$ cat config.mk
export PLATFORM = sky130hd
export DESIGN_NAME = piso_serializer_flat
export DESIGN_NICKNAME = d
export VERILOG_FILES = /design/src/rtl/piso_serializer_if.sv /design/src/rtl/piso_serializer.sv /design/src/flat_wrapper.sv
export SDC_FILE = /design/constraint.sdc
export NUM_CORES = 1
export LEC_CHECK = 0
export CORE_MARGIN = 3
export CORE_UTILIZATION = 50
export DETAILED_ROUTE_END_ITERATION = 6
export HOLD_SLACK_MARGIN = 0.15
export PLACE_DENSITY_LB_ADDON = 0.12
export SLEW_MARGIN = 20
export SYNTH_ARGS = -nofsm -noshare
export SYNTH_HDL_FRONTEND = slang
export SYNTH_SLANG_ARGS = --single-unit
$ cat constraint.sdc
create_clock -name clk -period 2.1 [get_ports clk]
set_input_delay 0.315 -clock clk [delete_from_list [all_inputs] [get_ports clk]]
set_output_delay 0.315 -clock clk [all_outputs]
set_load 0.01 [all_outputs]
$ cat src/rtl/piso_serializer_if.sv
`default_nettype none
// ============================================================================
//  Module      : piso_serializer_if
//  Description : Bundle of load handshake, shift control and serial outputs
//                for piso_serializer.
//                master : producer / consumer side (drives din, load_valid,
//                         lsb_first, ser_en; observes the rest)
//                slave  : the serializer itself
//  Signals     : din[WIDTH-1:0] parallel word, load_valid / load_ready
//                handshake, lsb_first bit order, ser_en shift tick,
//                qout / qbar serial data, busy, frame_done pulse.
//  Revision    : 1.0 - initial release
// ============================================================================
interface piso_serializer_if #(
    parameter int WIDTH = 8
) ();
    logic [WIDTH-1:0] din;
    logic             load_valid;
    logic             load_ready;
    logic             lsb_first;
    logic             ser_en;
    logic             qout;
    logic             qbar;
    logic             busy;
    logic             frame_done;

    modport master (
        output din, load_valid, lsb_first, ser_en,
        input  load_ready, qout, qbar, busy, frame_done
    );

    modport slave (
        input  din, load_valid, lsb_first, ser_en,
        output load_ready, qout, qbar, busy, frame_done
    );
endinterface
`default_nettype wire

$ cat src/rtl/piso_serializer.sv
`default_nettype none
// ============================================================================
//  Module      : piso_serializer
//  Description : Parametrised parallel-in/serial-out shifter. Accepts a
//                WIDTH-bit word over a valid/ready handshake, then emits one
//                bit per ser_en tick on the registered qout (qbar = ~qout),
//                MSB- or LSB-first as latched at accept time. frame_done
//                pulses for one cycle after the last bit is consumed; a new
//                word may be accepted on that same edge with no idle gap.
//  Ports       : clk            rising-edge clock
//                rst            asynchronous, active-low reset
//                bus (slave)    din, load_valid, load_ready, lsb_first,
//                               ser_en, qout, qbar, busy, frame_done
//  Options     : PISO_PARITY_EN - when defined, an even-parity bit (XOR of
//                the accepted word) follows the data bits.
//  Revision    : 1.0 - initial release
// ============================================================================
module piso_serializer #(
    parameter int WIDTH = 8
) (
    input  wire logic           clk,
    input  wire logic           rst,
    piso_serializer_if.slave    bus
);

    localparam int                c_cnt_w = (WIDTH > 1) ? $clog2(WIDTH) : 1;
    localparam logic [c_cnt_w-1:0] c_last  = c_cnt_w'(WIDTH - 1);
    localparam logic [c_cnt_w-1:0] c_one   = c_cnt_w'(1);

    typedef enum logic [1:0] {
        ST_IDLE   = 2'd0,
        ST_SHIFT  = 2'd1
`ifdef PISO_PARITY_EN
        ,
        ST_PARITY = 2'd2
`endif
    } state_t;

    state_t             r_state;
    state_t             w_state_n;
    logic [WIDTH-1:0]   r_shreg;
    logic [WIDTH-1:0]   w_shreg_n;
    logic [c_cnt_w-1:0] r_cnt;
    logic [c_cnt_w-1:0] w_cnt_n;
    logic               r_lsb;
    logic               w_lsb_n;
    logic               r_qout;
    logic               w_qout_n;
    logic               r_done;
    logic               w_done_n;
`ifdef PISO_PARITY_EN
    logic               r_par;
    logic               w_par_n;
`endif

    logic               w_last_state;
    logic               w_load_ready;
    logic               w_accept;
    logic               w_frame_end;
    logic [WIDTH-1:0]   w_shifted;

    // The state holding the final bit of a frame: that is where a new word
    // can be taken on the consuming edge, giving gapless back-to-back frames.
`ifdef PISO_PARITY_EN
    assign w_last_state = (r_state == ST_PARITY);
`else
    assign w_last_state = (r_state == ST_SHIFT) && (r_cnt == c_last);
`endif

    assign w_load_ready = (r_state == ST_IDLE) || (w_last_state && bus.ser_en);
    assign w_accept     = bus.load_valid && w_load_ready;

    // The bit currently on qout sits at the outgoing end of the register;
    // shifting toward that end exposes the next bit.
    assign w_shifted    = r_lsb ? (r_shreg >> 1) : (r_shreg << 1);

    always_comb begin
        w_state_n   = r_state;
        w_shreg_n   = r_shreg;
        w_cnt_n     = r_cnt;
        w_lsb_n     = r_lsb;
        w_qout_n    = r_qout;
        w_done_n    = 1'b0;
        w_frame_end = 1'b0;
`ifdef PISO_PARITY_EN
        w_par_n     = r_par;
`endif

        case (r_state)
            ST_IDLE: begin
                w_qout_n = 1'b0;
            end
            ST_SHIFT: begin
                if (bus.ser_en) begin
                    if (r_cnt == c_last) begin
`ifdef PISO_PARITY_EN
                        w_state_n = ST_PARITY;
                        w_qout_n  = r_par;
`else
                        w_frame_end = 1'b1;
`endif
                    end else begin
                        w_shreg_n = w_shifted;
                        w_qout_n  = r_lsb ? w_shifted[0] : w_shifted[WIDTH-1];
                        w_cnt_n   = r_cnt + c_one;
                    end
                end
            end
`ifdef PISO_PARITY_EN
            ST_PARITY: begin
                if (bus.ser_en) begin
                    w_frame_end = 1'b1;
                end
            end
`endif
            default: begin
                w_state_n = ST_IDLE;
                w_qout_n  = 1'b0;
            end
        endcase

        if (w_frame_end) begin
            w_done_n  = 1'b1;
            w_state_n = ST_IDLE;
            w_qout_n  = 1'b0;
            w_cnt_n   = '0;
        end

        // An accept (from IDLE or on the frame-ending edge) overrides the
        // return to IDLE and starts the next frame with its first bit.
        if (w_accept) begin
            w_state_n = ST_SHIFT;
            w_shreg_n = bus.din;
            w_lsb_n   = bus.lsb_first;
            w_cnt_n   = '0;
            w_qout_n  = bus.lsb_first ? bus.din[0] : bus.din[WIDTH-1];
`ifdef PISO_PARITY_EN
            w_par_n   = ^bus.din;
`endif
        end
    end

    always_ff @(posedge clk or negedge rst) begin
        if (!rst) begin
            r_state <= ST_IDLE;
            r_shreg <= '0;
            r_cnt   <= '0;
            r_lsb   <= 1'b0;
            r_qout  <= 1'b0;
            r_done  <= 1'b0;
`ifdef PISO_PARITY_EN
            r_par   <= 1'b0;
`endif
        end else begin
            r_state <= w_state_n;
            r_shreg <= w_shreg_n;
            r_cnt   <= w_cnt_n;
            r_lsb   <= w_lsb_n;
            r_qout  <= w_qout_n;
            r_done  <= w_done_n;
`ifdef PISO_PARITY_EN
            r_par   <= w_par_n;
`endif
        end
    end

    assign bus.load_ready = w_load_ready;
    assign bus.qout       = r_qout;
    assign bus.qbar       = ~r_qout;
    assign bus.busy       = (r_state != ST_IDLE);
    assign bus.frame_done = r_done;

endmodule
`default_nettype wire

$ cat src/flat_wrapper.sv
// flat-port wrapper written by rule: the top's interface ports become plain ports
module piso_serializer_flat 
#(
    parameter int WIDTH = 8
)
  (clk, rst, bus_din, bus_load_valid, bus_lsb_first, bus_ser_en, bus_load_ready, bus_qout, bus_qbar, bus_busy, bus_frame_done);
  piso_serializer_if #(.WIDTH(WIDTH)) bus_i ();
  input  wire logic clk;
  input  wire logic rst;
  input wire logic [$bits(bus_i.din)-1:0] bus_din;
  input wire logic [$bits(bus_i.load_valid)-1:0] bus_load_valid;
  input wire logic [$bits(bus_i.lsb_first)-1:0] bus_lsb_first;
  input wire logic [$bits(bus_i.ser_en)-1:0] bus_ser_en;
  output wire logic [$bits(bus_i.load_ready)-1:0] bus_load_ready;
  output wire logic [$bits(bus_i.qout)-1:0] bus_qout;
  output wire logic [$bits(bus_i.qbar)-1:0] bus_qbar;
  output wire logic [$bits(bus_i.busy)-1:0] bus_busy;
  output wire logic [$bits(bus_i.frame_done)-1:0] bus_frame_done;
  assign bus_i.din = bus_din;
  assign bus_i.load_valid = bus_load_valid;
  assign bus_i.lsb_first = bus_lsb_first;
  assign bus_i.ser_en = bus_ser_en;
  assign bus_load_ready = bus_i.load_ready;
  assign bus_qout = bus_i.qout;
  assign bus_qbar = bus_i.qbar;
  assign bus_busy = bus_i.busy;
  assign bus_frame_done = bus_i.frame_done;
  piso_serializer #(.WIDTH(WIDTH)) u_core (.clk(clk), .rst(rst), .bus(bus_i));
endmodule
==> flow_metrics.tcl <==
set metrics [dict create \
    outcome "finished, final reports clean" \
    muxShareOfSynthArea_pct 3.50 \
    syn-cell-area_um2 965 \
    yosys_warnings 0 \
    path_clk_slew_ns 0.09 \
    drive_gt1_share_pct 20.2 \
    ys_seq_elements 15 \
    nets 125 \
    cts.hold.buffers_added 0 \
    synthSimpleGateAreaFrac_pct 14.9 \
    antenna_found_initial 0 \
    setup-violations-final 0 \
    cp.required_ns 1.78 \
    grt_pass1_wl_mm 3.73 \
    diodes 0 \
    synth.largest_area_cell "dfrtp_1" \
    io_buffer_count 17 \
    grt_max_degree 16 \
    maxClockFrequency_ghz 0.527 \
    peakVddDrop_v 0.000653 \
    instances_no_fill 134 \
    global_route.usage.met1_pct 25.5 \
    netlist_instances 89 \
    yosys-top-cells-area "dfrtp_1 39%, a221oi_2 9.3%, o221ai_1 7.3%, nor2b_1 5.8%, o2bb2ai_1 5.4%" \
    cts_tree "done" \
    crit_type "register to output pin" \
    min_path_type "input pin to asynchronous set/reset pin" \
    cp.arrival_ns 1.58 \
    dieArea_mm2 0.00249 \
    die_x_um 49.9 \
    vias_per_cell 5.82 \
    nFillCells 148 \
    placed_area_mm2 0.00116 \
    die_y_um 49.9 \
    dp.cells 129 \
    wirelength_mm 2.15 \
    synth_area_per_cell_um2 10.8 \
    core_mm2 0.00178 \
    synth.top_cell.area_share_pct 38.9 \
    fin_area_mm2 0.00120 \
    clk_path_buf_depth 2 \
    slew_headroom_pct 53.3 \
    io_pins 18 \
    synth_top_family_by_area "compound AO/OA/AOI/OAI gates" \
    num_rows 15 \
    dr.pass1.iters 4 \
    yosys.cell_types.count 28 \
    fin_crit_sh_pct 90.4 \
    drt_iter0_drc 9 \
    cts_htree_levels 1 \
    setup_tns_ns 0 \
    cp-end-kind "output pin" \
    place_ws_ns 0.218 \
    grt_pass1_vias 817 \
    post-route-min-period_ns 1.90 \
    fin_util_pct 67.2 \
    whs_ns 0.437 \
    synth-compound-area-share_pct 34.8 \
    clock_skew_ns 0.00796 \
    drv_cap 0 \
    clk_latency_ns 0.29 \
    areaGrowthSynthToFinish_pct 24.3 \
    top_usage_layer "met2" \
    cp-start-kind "register" \
    use_met3_pct 7.25 \
    grtUsageMet2_pct 31.7 \
    gp_congestion 0.787 \
    layout_common_cells "16 x clkdlybuf4s50_1, 15 x dfrtp_1, 9 x nor2b_1" \
    worst-slew-pin-transition_ns 0.698 \
    synth-adder-area-share_pct 2.59 \
    dpl.hpwl_mm 1.50 \
    pwr_density_cell_mw_per_mm2 1010 \
    total_power_mw 1.21 \
    ys_seq_area_share_pct 38.9 \
    drv_slew 0 \
    setup_ws_ns 0.203 \
    drc 0 \
    hold_viol 0 \
    p_leak_nw 0.503 \
    drtAntennaViolNets 0 \
    cts.sink_count 15 \
    cts_buffers 3 \
    vias 780 \
    avgRoutedWirePerCell_um 16.0 \
    worstPathMaxFanout 4 \
    start_util_pct 54.1 \
    yosys.area_share.xor_xnor_pct 0 \
    grt_overflow_total 0 \
    final_common_cell "clkdlybuf4s50_1" \
    syn_nets 104 \
    rsz0062_at_grt "false" \
    clockRootBuffer "clkbuf_4" \
    grtUsageTotal_pct 19.6 \
]
## repair_timing
item | in CTS | in global routing
setup endpoints to repair | 1 | 0
setup buffers | 1 | 0
gates resized for setup | 2 | 0
## critical path, cell delays in order, from the launching register on
cell and delay (ns):
dfrtp_1 0.41, ha_1 0.21, ha_2 0.21, a21boi_4 0.14, inv_2 0.05, dlygate4sd2_1 0.28
## cell type report
type | instances | area (µm²) | area share (%)
multi-input combinational | 64 | 541 | 45.1
tap | 25 | 31.3 | 2.61
clock buffer | 4 | 26.3 | 2.19
timing repair buffer | 23 | 214 | 17.8
sequential | 15 | 375 | 31.3
inverter | 3 | 11.3 | 0.939
## Yosys cell counts
cell,instances
nand2_1,3
nor2_1,2
mux2_2,3
ha_1,2
o221ai_1,8
a21boi_4,1
o22a_1,2
a22o_1,5
or2b_1,1
buf_1,1
and3_1,1
buf_2,5
dfrtp_1,15
buf_6,1
a31oi_1,1
inv_1,2
o21ai_0,1
a21boi_0,1
a21boi_2,1
a221oi_2,6
o21ai_1,1
nand3_1,1
nand2b_1,7
and2_1,1
nor2b_1,9
o21a_1,1
o2bb2ai_1,6
inv_2,1
## path summary, 6_finish.rpt
check                      cells after the start           endpoint         startpoint  slack, ns
max in group asynchronous                      1    u_core.r_cnt[0]                rst       1.21
max                                            5     bus_load_ready    u_core.r_cnt[1]       0.20
max reg2reg                                    7       u_core.r_lsb    u_core.r_cnt[1]       0.38
min reg2reg                                    1  u_core.r_shreg[1]  u_core.r_shreg[1]       0.51
min in group clk                               1  u_core.r_shreg[1]  u_core.r_shreg[1]       0.51
min                                            1  u_core.r_shreg[5]                rst       0.44
## registers in the layout, indices dropped and copies added, names as in the netlist
| name | count |
|---|---|
| u_core.r_shreg | 8 |
| u_core.r_cnt | 3 |
| u_core.bus.frame_done | 1 |
| u_core.bus.qout | 1 |
| u_core.r_lsb | 1 |
| u_core.r_state | 1 |
## kinds of logic after synthesis
logic type | after synthesis
and+or+nand+nor | 25
adders and majority gates | 2
buffers and inverters | 10
muxes | 3
DFF | 15
AOI/OAI and AO/OA | 34
## routing by layer
| layer | wire [µm] | share of wire [%] | vias to the layer above |
|---|---|---|---|
| met4 | 12 | 0.56 | 0 |
| met3 | 99 | 4.6 | 2 |
| li1 | - | - | 388 |
| met1 | 988 | 46 | 373 |
| met2 | 1050 | 49 | 17 |
| met5 | 0 | 0 | - |
## report_power, final
part | switching [mW] | internal, mW | total, mW
logic | 0.214 | 0.310 | 0.524
clock network | 0.0928 | 0.0739 | 0.167
registers | 0.130 | 0.393 | 0.524
total | 0.437 | 0.777 | 1.21
(Power assumes the default switching activity.)
